### src/rtl/pmod_if_pkg.sv
// Shared types and constants for the host side of the Picoblaze PmodCLP/PmodENC register interface.
package pmod_if_pkg;

  typedef enum logic [2:0] {
    ST_INIT,
    ST_IDLE,
    ST_ISSUE,
    ST_WAIT_ACK,
    ST_RELEASE,
    ST_WAIT_DONE
  } lcd_state_e;

  localparam int unsigned LCD_BUSY_BIT = 7;
  localparam int unsigned LCD_GO_BIT   = 7;
  localparam int unsigned ROT_UPD_BIT  = 0;

  localparam int unsigned CMD_CODE_W = 7;
  localparam int unsigned CMD_DATA_W = 8;
  localparam int unsigned CMD_W      = CMD_CODE_W + CMD_DATA_W;

  typedef struct packed {
    logic [CMD_CODE_W-1:0] code;
    logic [CMD_DATA_W-1:0] data;
  } lcd_entry_t;

  localparam logic [7:0]  LCD_CMD_RST   = '0;
  localparam logic [7:0]  LCD_DATA_RST  = '0;
  localparam logic [7:0]  ROT_CTL_RST   = '0;
  localparam logic [15:0] ROT_COUNT_RST = '0;

  // Command register image with GO raised.
  function automatic logic [7:0] go_word(input logic [CMD_CODE_W-1:0] code);
    return {1'b1, code};
  endfunction

endpackage

### src/rtl/pmod_host_if_fifo.sv
// Synchronous show-ahead FIFO; extra pointer MSB separates full from empty.
module sync_fifo #(
  parameter int unsigned WIDTH = 15,
  parameter int unsigned DEPTH = 4
) (
  input  logic             clk,
  input  logic             reset_n,
  input  logic             push_i,
  input  logic             pop_i,
  input  logic [WIDTH-1:0] wdata_i,
  output logic [WIDTH-1:0] rdata_o,
  output logic             full_o,
  output logic             empty_o
);

  localparam int unsigned AW = $clog2(DEPTH);

  logic [WIDTH-1:0] mem_q [DEPTH];
  logic [AW:0]      wr_ptr_q, wr_ptr_d;
  logic [AW:0]      rd_ptr_q, rd_ptr_d;
  logic             do_push, do_pop;

  assign full_o  = (wr_ptr_q[AW] != rd_ptr_q[AW]) && (wr_ptr_q[AW-1:0] == rd_ptr_q[AW-1:0]);
  assign empty_o = (wr_ptr_q == rd_ptr_q);
  assign rdata_o = mem_q[rd_ptr_q[AW-1:0]];

  // A push while full is refused even if a pop happens on the same edge.
  always_comb begin
    do_push  = push_i && !full_o;
    do_pop   = pop_i && !empty_o;
    wr_ptr_d = do_push ? wr_ptr_q + 1'b1 : wr_ptr_q;
    rd_ptr_d = do_pop  ? rd_ptr_q + 1'b1 : rd_ptr_q;
  end

  // Pointer registers.
  always_ff @(posedge clk) begin
    if (!reset_n) begin
      wr_ptr_q <= '0;
      rd_ptr_q <= '0;
    end else begin
      wr_ptr_q <= wr_ptr_d;
      rd_ptr_q <= rd_ptr_d;
    end
  end

  // Storage array, written on accepted pushes only.
  always_ff @(posedge clk) begin
    if (do_push) mem_q[wr_ptr_q[AW-1:0]] <= wdata_i;
  end

endmodule

### src/rtl/pmod_host_if.sv
// Host end of the Picoblaze LCD/rotary register interface: queued LCD commands issued
// by a GO/busy 4-phase handshake with timeout, plus a tear-free rotary count snapshot.
module pmod_host_if
  import pmod_if_pkg::*;
#(
  parameter int unsigned FIFO_DEPTH     = 4,
  parameter int unsigned TIMEOUT_CYCLES = 1000000,
  parameter int unsigned TOUT_W         = 20
) (
  input  logic        clk,
  input  logic        reset_n,
  input  logic        cmd_wr,
  input  logic [6:0]  cmd_code,
  input  logic [7:0]  cmd_data,
  output logic        cmd_full,
  output logic        lcd_idle,
  input  logic        err_clr,
  output logic        timeout_err,
  output logic        overflow_err,
  input  logic        rot_ctl_wr,
  input  logic [7:0]  rot_ctl_din,
  input  logic [7:0]  lcd_status,
  input  logic [7:0]  rotary_status,
  input  logic [7:0]  rotary_count_lo,
  input  logic [7:0]  rotary_count_hi,
  output logic [7:0]  lcd_cmd,
  output logic [7:0]  lcd_data,
  output logic [7:0]  rotary_ctl,
  output logic [15:0] rot_count,
  output logic        rot_count_upd
);

  localparam logic [TOUT_W-1:0] TOUT_LAST = TOUT_W'(TIMEOUT_CYCLES - 1);

  lcd_state_e        state_q, state_d;
  logic [TOUT_W-1:0] tout_q, tout_d;
  lcd_entry_t        pend_q, pend_d;
  lcd_entry_t        fifo_rdata;
  logic              fifo_full, fifo_empty, fifo_pop;
  logic [7:0]        lcd_cmd_q, lcd_cmd_d;
  logic [7:0]        lcd_data_q, lcd_data_d;
  logic [7:0]        rot_ctl_q, rot_ctl_d;
  logic              tout_err_q, tout_err_d;
  logic              ovf_err_q, ovf_err_d;
  logic              tout_evt, ovf_evt;
  logic              busy, tout_hit;

  logic [15:0]       rot_raw;
  logic [15:0]       cand_q;
  logic [1:0]        run_q, run_d;
  logic [15:0]       rot_count_q, rot_count_d;
  logic              rot_upd_q, rot_upd_d;
  logic              rot_in_upd, rot_match, rot_load;

  // Only the handshake and update-in-progress bits carry meaning here.
  logic              unused_status_bits;
  assign unused_status_bits = ^{lcd_status[6:0], rotary_status[7:1]};

  assign busy     = lcd_status[LCD_BUSY_BIT];
  assign tout_hit = (tout_q == TOUT_LAST);

  sync_fifo #(
    .WIDTH(CMD_W),
    .DEPTH(FIFO_DEPTH)
  ) u_cmd_fifo (
    .clk    (clk),
    .reset_n(reset_n),
    .push_i (cmd_wr),
    .pop_i  (fifo_pop),
    .wdata_i({cmd_code, cmd_data}),
    .rdata_o(fifo_rdata),
    .full_o (fifo_full),
    .empty_o(fifo_empty)
  );

  // Handshake state register.
  always_ff @(posedge clk) begin
    if (!reset_n) state_q <= ST_INIT;
    else          state_q <= state_d;
  end

  // Next-state: handshake progress wins over a timeout landing on the same cycle.
  always_comb begin
    state_d = state_q;
    unique case (state_q)
      ST_INIT:      if (!busy || tout_hit) state_d = ST_IDLE;
      ST_IDLE:      if (!fifo_empty)       state_d = ST_ISSUE;
      ST_ISSUE:                            state_d = ST_WAIT_ACK;
      ST_WAIT_ACK:  if (busy)              state_d = ST_RELEASE;
                    else if (tout_hit)     state_d = ST_IDLE;
      ST_RELEASE:                          state_d = ST_WAIT_DONE;
      ST_WAIT_DONE: if (!busy || tout_hit) state_d = ST_IDLE;
      default:                             state_d = ST_INIT;
    endcase
  end

  // Outputs per state: pop into the pending slot, drive GO, drop GO on release or timeout.
  always_comb begin
    fifo_pop   = 1'b0;
    tout_evt   = 1'b0;
    pend_d     = pend_q;
    lcd_cmd_d  = lcd_cmd_q;
    lcd_data_d = lcd_data_q;
    unique case (state_q)
      ST_INIT: tout_evt = busy && tout_hit;
      ST_IDLE: begin
        if (!fifo_empty) begin
          fifo_pop = 1'b1;
          pend_d   = fifo_rdata;
        end
      end
      ST_ISSUE: begin
        lcd_cmd_d  = go_word(pend_q.code);
        lcd_data_d = pend_q.data;
      end
      ST_WAIT_ACK: begin
        if (!busy && tout_hit) begin
          tout_evt              = 1'b1;
          lcd_cmd_d[LCD_GO_BIT] = 1'b0;
        end
      end
      ST_RELEASE: lcd_cmd_d[LCD_GO_BIT] = 1'b0;
      ST_WAIT_DONE: tout_evt = busy && tout_hit;
      default: ;
    endcase
  end

  // Wait-state timer: restarts on every state change, runs only while waiting on busy.
  always_comb begin
    tout_d = '0;
    if ((state_d == state_q) &&
        (state_q inside {ST_INIT, ST_WAIT_ACK, ST_WAIT_DONE}))
      tout_d = tout_q + 1'b1;
  end

  // Sticky errors (set beats clear) and the free-standing rotary control register.
  always_comb begin
    ovf_evt    = cmd_wr && fifo_full;
    tout_err_d = tout_evt ? 1'b1 : (err_clr ? 1'b0 : tout_err_q);
    ovf_err_d  = ovf_evt  ? 1'b1 : (err_clr ? 1'b0 : ovf_err_q);
    rot_ctl_d  = rot_ctl_wr ? rot_ctl_din : rot_ctl_q;
  end

  // Rotary snapshot: accept a value once three consecutive idle samples agree.
  always_comb begin
    rot_raw    = {rotary_count_hi, rotary_count_lo};
    rot_in_upd = rotary_status[ROT_UPD_BIT];
    rot_match  = (rot_raw == cand_q);
    if (rot_in_upd)                     run_d = 2'd0;
    else if (rot_match && run_q != 2'd0) run_d = (run_q == 2'd3) ? 2'd3 : run_q + 2'd1;
    else                                run_d = 2'd1;
    rot_load    = !rot_in_upd && rot_match && (run_q >= 2'd2) && (rot_raw != rot_count_q);
    rot_count_d = rot_load ? rot_raw : rot_count_q;
    rot_upd_d   = rot_load;
  end

  // Datapath and status registers.
  always_ff @(posedge clk) begin
    if (!reset_n) begin
      tout_q      <= '0;
      pend_q      <= '0;
      lcd_cmd_q   <= LCD_CMD_RST;
      lcd_data_q  <= LCD_DATA_RST;
      rot_ctl_q   <= ROT_CTL_RST;
      tout_err_q  <= 1'b0;
      ovf_err_q   <= 1'b0;
      cand_q      <= '0;
      run_q       <= '0;
      rot_count_q <= ROT_COUNT_RST;
      rot_upd_q   <= 1'b0;
    end else begin
      tout_q      <= tout_d;
      pend_q      <= pend_d;
      lcd_cmd_q   <= lcd_cmd_d;
      lcd_data_q  <= lcd_data_d;
      rot_ctl_q   <= rot_ctl_d;
      tout_err_q  <= tout_err_d;
      ovf_err_q   <= ovf_err_d;
      cand_q      <= rot_raw;
      run_q       <= run_d;
      rot_count_q <= rot_count_d;
      rot_upd_q   <= rot_upd_d;
    end
  end

  assign cmd_full      = fifo_full;
  assign lcd_idle      = fifo_empty && (state_q == ST_IDLE);
  assign timeout_err   = tout_err_q;
  assign overflow_err  = ovf_err_q;
  assign lcd_cmd       = lcd_cmd_q;
  assign lcd_data      = lcd_data_q;
  assign rotary_ctl    = rot_ctl_q;
  assign rot_count     = rot_count_q;
  assign rot_count_upd = rot_upd_q;

endmodule

### config.mk
export PLATFORM = sky130hd
export DESIGN_NAME = pmod_host_if
export DESIGN_NICKNAME = d
export VERILOG_FILES = /design/src/rtl/pmod_if_pkg.sv /design/src/rtl/pmod_host_if_fifo.sv /design/src/rtl/pmod_host_if.sv
export SDC_FILE = /design/constraint.sdc
export NUM_CORES = 1
export LEC_CHECK = 0
export CAP_MARGIN = 20
export CORE_MARGIN = 8
export CORE_UTILIZATION = 58
export CTS_CLUSTER_DIAMETER = 100
export CTS_CLUSTER_SIZE = 10
export DETAILED_ROUTE_END_ITERATION = 12
export HOLD_SLACK_MARGIN = 0.15
export PLACE_DENSITY = 0.85
export SLEW_MARGIN = 5
export SYNTH_ARGS = -nofsm -noshare
export SYNTH_HDL_FRONTEND = slang
export SYNTH_SLANG_ARGS = --single-unit
### constraint.sdc
create_clock -name clk -period 3.5 [get_ports clk]
set_input_delay 1.05 -clock clk [delete_from_list [all_inputs] [get_ports clk]]
set_output_delay 1.05 -clock clk [all_outputs]
set_load 0.05 [all_outputs]
Word level (Yosys, flattened, before mapping):

Memory sizes are Yosys's and may differ from the RTL's. A register that Yosys moved wholly into a read port is not among the register bits.
Cells that the tools add are included.

* bits in registers: 90
* latch bits: 0
* RAM bits: 60
* ROM bits: 0
* input bits: 60
* output and inout bits: 45
* word-level logic and storage cells: 86
* memories kept: 1

* add/sub/neg operators: 4
* multiply operators: 0
* div/mod/pow operators: 0
* magnitude comparators: 1
* equal/unequal tests: 14
* shift operators: 0
* multiplexer cells: 18
* bitwise gates (word level): 3
* reduce and logical (&&, ||, !) cells: 30

Memory list
* u_cmd_fifo.mem_q: depth 4, width 15, rd ports 1, clocked after Yosys merged registers in 1, wr ports 1, RTL line pmod_host_if_fifo.sv:18 `logic [WIDTH-1:0] mem_q [DEPTH];`

Operators with widths (number)
* $add 20x1->20 const B: 1
* $eq 20x20->1 const B: 1
* $eq 16x16->1: 1
* $ne 16x16->1: 1
* $pmux 3 s5: 1
* $logic_and 1x1->1: 12
* $mux 3: 4
* $mux 1: 10
* $add 3x1->3 const B: 2
* $eq 3x2->1 const B: 2
* $eq 3x3->1: 2
* $eq 3x3->1 const B: 2
* $reduce_and 2->1: 3
* $reduce_bool 2->1: 3
* $reduce_bool 3->1: 2
* $logic_not 1->1: 5
* $reduce_or 2->1: 2
* $eq 3x1->1 const B: 1
* $logic_not 3->1: 1
* $not 1->1: 3
* $pmux 1 s3: 1
* $reduce_or 3->1: 1
* $add 2x1->2 const B: 1
* $eq 2x2->1: 1
* other kinds (7): 7

Logic depth before layout (Yosys ltp):

* depth in word-level cells: 7
* depth in mapped cells: 8
* mapped depth without buffers: 6

Cells and area by module:

A second synthesis with hierarchy kept.

* cell total of the unflattened synthesis: 602
* area, all modules: 6752.7 µm²

By module, submodules not included
* pmod_host_if: times used 1, cells an instance 456, area each 4022.6 µm², seq. area each 1981.9 µm²
* sync_fifo: times used 1, cells an instance 146, area each 2730.1 µm², seq. area each 1961.9 µm²

Worst setup path before layout:

Ideal clock, no wire load.

* path type: register -> output
* start: register u_cmd_fifo.rd_ptr_q[0]
* end: output lcd_idle
* arrival time: 1.880 ns
* required time: 2.450 ns
* path slack: 0.570 ns
* cell stages (with the launch flop): 5
* path buffers: 1
* cell sequence: dfxtp_1 > buf_6 > xnor2_1 > nand3_1 > nor3_1

* word-level cells in the longest chain between the ends: 2

RTL lines
* from (decl): RTL line pmod_host_if_fifo.sv:20 `logic [AW:0] rd_ptr_q, rd_ptr_d;`
* from (signal assigned): RTL line pmod_host_if_fifo.sv:42 `rd_ptr_q <= rd_ptr_d;`
* $eq 3x3->1: RTL line pmod_host_if_fifo.sv:24 `assign empty_o = (wr_ptr_q == rd_ptr_q);`
* $logic_and 1x1->1: RTL line pmod_host_if.sv:187 `assign lcd_idle = fifo_empty && (state_q == ST_IDLE);`
* to (decl): RTL line pmod_host_if.sv:16 `output logic lcd_idle,`

No other way between the ends.

Final worst setup path:

* start: register u_cmd_fifo.wr_ptr_q[0]
* end: output lcd_idle

* word-level cells in the longest chain between the ends: 2

RTL lines
* from (decl): RTL line pmod_host_if_fifo.sv:19 `logic [AW:0] wr_ptr_q, wr_ptr_d;`
* from (signal assigned): RTL line pmod_host_if_fifo.sv:41 `wr_ptr_q <= wr_ptr_d;`
* $eq 3x3->1: RTL line pmod_host_if_fifo.sv:24
* $logic_and 1x1->1: RTL line pmod_host_if.sv:187

No other way between the ends.

==> impl_metrics.py <==
metrics = {
    "synthesis": {
        "synth.largest_area_cell": "sky130_fd_sc_hd__dfxtp_1",
        "synth_nets": 624,
        "synth_seq_area_share_pct": 58.6,
        "netlist_top_cells_count": "105 x sky130_fd_sc_hd__dfxtp_1, 73 x sky130_fd_sc_hd__nand2_1, 60 x sky130_fd_sc_hd__edfxtp_1",
        "synthDominantCellAreaShare_pct": 31.6,
        "ys_seq_elements": 165,
        "yosys-top-cells-area": "sky130_fd_sc_hd__dfxtp_1 32%, sky130_fd_sc_hd__edfxtp_1 27%, sky130_fd_sc_hd__mux2i_1 6.0%",
        "asyncSetResetFlopFracSynth_pct": 0,
        "syn_area_per_cell_um2": 11.9,
        "synthesis.yosys.warnings": 0,
        "dominantRegCellSynth": "sky130_fd_sc_hd__dfxtp_1",
        "count_of_flip_flops_with_a_built_in_enable_after_synthesis": 60,
        "netlist-cell-type-count": 45,
        "yosys.cell_count.top_type": "sky130_fd_sc_hd__dfxtp_1",
        "syn-cell-area_mm2": 0.00666,
        "synth_cells": 558,
    },
    "cells_and_area": {
        "syn_to_final_growth_pct": 24.8,
        "layout.area.seq_mm2": 0.00390,
        "multiInputGateArea_mm2": 0.00256,
        "n_antenna_cell": 0,
        "fillers": 767,
        "drive_gt1_share_pct": 9.45,
        "layout.nets": 720,
    },
    "power_and_ir_drop": {
        "p_per_area_mw_per_mm2": 535,
        "pwr-share-clk_pct": 40.9,
        "leakage_nw": 3.14,
        "netSwitchingPower_mw": 1.02,
        "share_seq_of_total_power_pct": 47.8,
        "power.internal_mw": 3.42,
        "worst_ir_drop_vdd_mv": 0.419,
        "power.combinational.fraction_pct": 11.4,
        "sw_frac_of_total_pct": 23.0,
    },
    "global_routing": {
        "grt_start_max_net_pins": 51,
        "grt_util_all_layers_pct": 18.5,
        "gr-usage-met3_pct": 4.47,
        "number_of_global_route_vias_before_repair": 4437,
        "top_usage_layer": "met2",
        "grt_util_met2_pct": 32.4,
        "grt.met1_usage_pct": 20.9,
        "antenna_found_initial": 0,
        "grt.overflow.total": 0,
        "grt_first_pass_wirelength_mm": 21.6,
    },
    "timing": {
        "finalCritPeriodShare_pct": 83.2,
        "fmaxAchievable_ghz": 0.343,
        "max-slew-margin-rel_pct": 47.7,
        "final-hold-violation-count": 0,
        "timing.final.crit_period_ns": 2.91,
        "report.final.slew_viol_count": 0,
        "tightest_slew_ns": 0.778,
        "fin_skew_ns": 0.00530,
        "setup-violations-final": 0,
        "rsz0062_at_grt": "false",
        "setup_total_negative_slack_ns": 0,
        "final_critical_path_setup_slack_ns": 0.587,
    },
    "route": {
        "drt-initial-drc-count": 232,
        "total_wire_length_mm": 13.6,
        "detail-route-antenna-nets": 0,
        "route.detailed.vias_per_inst": 5.37,
        "routed_vias": 4352,
        "post-route-drc-count": 0,
        "detail_route.first_pass.iterations": 5,
        "wl_per_cell_um": 16.8,
    },
    "setup_path": {
        "setup.worst_path.start": "u_cmd_fifo.wr_ptr_q[0]",
        "cp_capture_point": "lcd_idle",
        "ff2ff_path_depth": 6,
        "worst_path_fanout_max": 4,
        "regToRegStartpoint": "u_cmd_fifo.wr_ptr_q[1]",
        "cp.arrival_ns": 1.86,
        "reg2reg_to": "tout_q[6]",
        "r2r_setup_slack_ns": 1.24,
        "path_class": "reg2out",
        "setup.worst_path.start_class": "register",
        "worst_setup_path_end_kind": "primary output",
        "required_ns": 2.45,
    },
    "clocking": {
        "cts-hold-fix-buffers": 0,
        "tritoncts": "built",
        "cts-htree-levels": 4,
        "total_clock_sinks": 165,
        "path_clk_slew_ns": 0.06,
        "postCtsSetupRepairBufs": 0,
        "clkLatencyLatePin_ns": 0.41,
        "clock_path_buffers": 2,
        "post_cts_resize_count": 0,
        "numCtsBuffers": 17,
        "cts-root-buf": "sky130_fd_sc_hd__clkbuf_16",
    },
    "floorplan": {
        "initial_util_pct": 58.8,
        "floorplan.die_area_mm2": 0.0152,
        "dieWidth_um": 123,
        "rows": 39,
        "placeableCoreArea_mm2": 0.0113,
        "floorplan.io_pins": 105,
        "die_h_um": 123,
    },
    "place": {
        "preCtsSetupSlack_ns": 0.393,
        "port_buffers": 90,
        "place.gp.congestion": 0.787,
        "hpwl_mm": 9.37,
    },
    "flow_run": {
        "maxCapViolCount": 0,
    },
    "hold_path": {
        "holdCritPathClass": "reg2reg",
    },
    "run_status": {
        "status": "finished clean",
    },
}
-- state kept, by name, summed over array words and instances, names as in the netlist, 2 cells and up --
signal               flops
u_cmd_fifo.mem_q        60
tout_q                  20
cand_q                  16
rot_count               16
pend_q                  15
lcd_cmd                  8
lcd_data                 8
rotary_ctl               8
state_q                  3
u_cmd_fifo.rd_ptr_q      3
u_cmd_fifo.wr_ptr_q      3
run_q                    2
-- stage by stage --
stage,cell area [um^2],util [%],hold WS (ns),instances,power (mW)
finish,8310,73.4,0.460,810,4.45
global route,8310,73.4,0.481,810,4.61
CTS,8310,73.4,0.466,810,4.48
detailed placement,7740,68.4,0.452,778,2.67
global placement,7740,68.4,0.435,778,2.65
floorplan,6660,-,0.424,558,2.49
-- logic make-up after synthesis --
logic type / share of synthesized area, %
and+or+nand+nor: 14.7
DFF: 58.6
xor gates and xnor gates: 7.63
muxes: 11.1
buffers and inverters: 3.19
AOI/OAI and AO/OA: 3.68
adders and majority gates: 1.13
-- layout make-up --
class | instances | share of cell area, %
sequential | 165 | 47.0
multi-input combinational | 343 | 30.8
timing repair buffer | 101 | 12.0
clock buffer | 20 | 5.25
tap | 143 | 2.15
clock inverter | 12 | 1.66
inverter | 26 | 1.17
-- power by group through the flow --
stage	clock network, mW	registers [mW]	logic, mW
floorplan	0	2.18	0.315
global placement	0	2.16	0.491
detailed placement	0	2.17	0.507
CTS	1.85	2.13	0.512
global route	1.93	2.13	0.547
finish	1.82	2.13	0.505
-- worst min-delay path by stage --
stage / startpoint / endpoint / slack (ns) / cells past startpoint
6_report: tout_q[0] / tout_q[0] / 0.46 / 1
5_1_grt: tout_q[0] / tout_q[0] / 0.48 / 1
4_1_cts: tout_q[0] / tout_q[0] / 0.47 / 1
3_5_place_dp: tout_q[0] / tout_q[0] / 0.45 / 1
3_3_place_gp: run_q[0] / run_q[0] / 0.44 / 1
2_1_floorplan: run_q[0] / run_q[0] / 0.42 / 1
-- layer usage --
metal | vias to the layer above | routed length, um | part of all wire [%]
met3 | 18 | 585 | 4.3
li1 | 2117 | - | -
met1 | 2130 | 5710 | 42
met2 | 87 | 7080 | 52
met5 | - | 0 | 0
met4 | 0 | 214 | 1.6
-- worst max-delay path, stage by stage (launching register included) --
cell                      delay (ns)
sky130_fd_sc_hd__dfxtp_1        0.36
sky130_fd_sc_hd__xnor2_1        0.41
sky130_fd_sc_hd__nand3_1        0.15
sky130_fd_sc_hd__nor3_1         0.35
sky130_fd_sc_hd__buf_12         0.19
-- layout by cell type, fill, tap and decap left out, drive strengths merged, types with 2 or more instances in the layout --
cell type,n
buf,14
nand2b,2
a31oi,2
nor2,27
clkbuf,20
mux4,15
nor4,8
a21boi,16
mux2i,40
nor3b,3
and2,9
nand3,12
nand4b,2
nor2b,29
xnor2,30
bufinv,3
clkinv,8
clkdlybuf4s50,87
ha,6
or4b,2
nand2,73
nor3,4
inv,26
a21oi,6
dfxtp,105
edfxtp,60
o21ai,2
and3,5
nand4,9
xor2,28
Power figures use the tool's default switching activity.
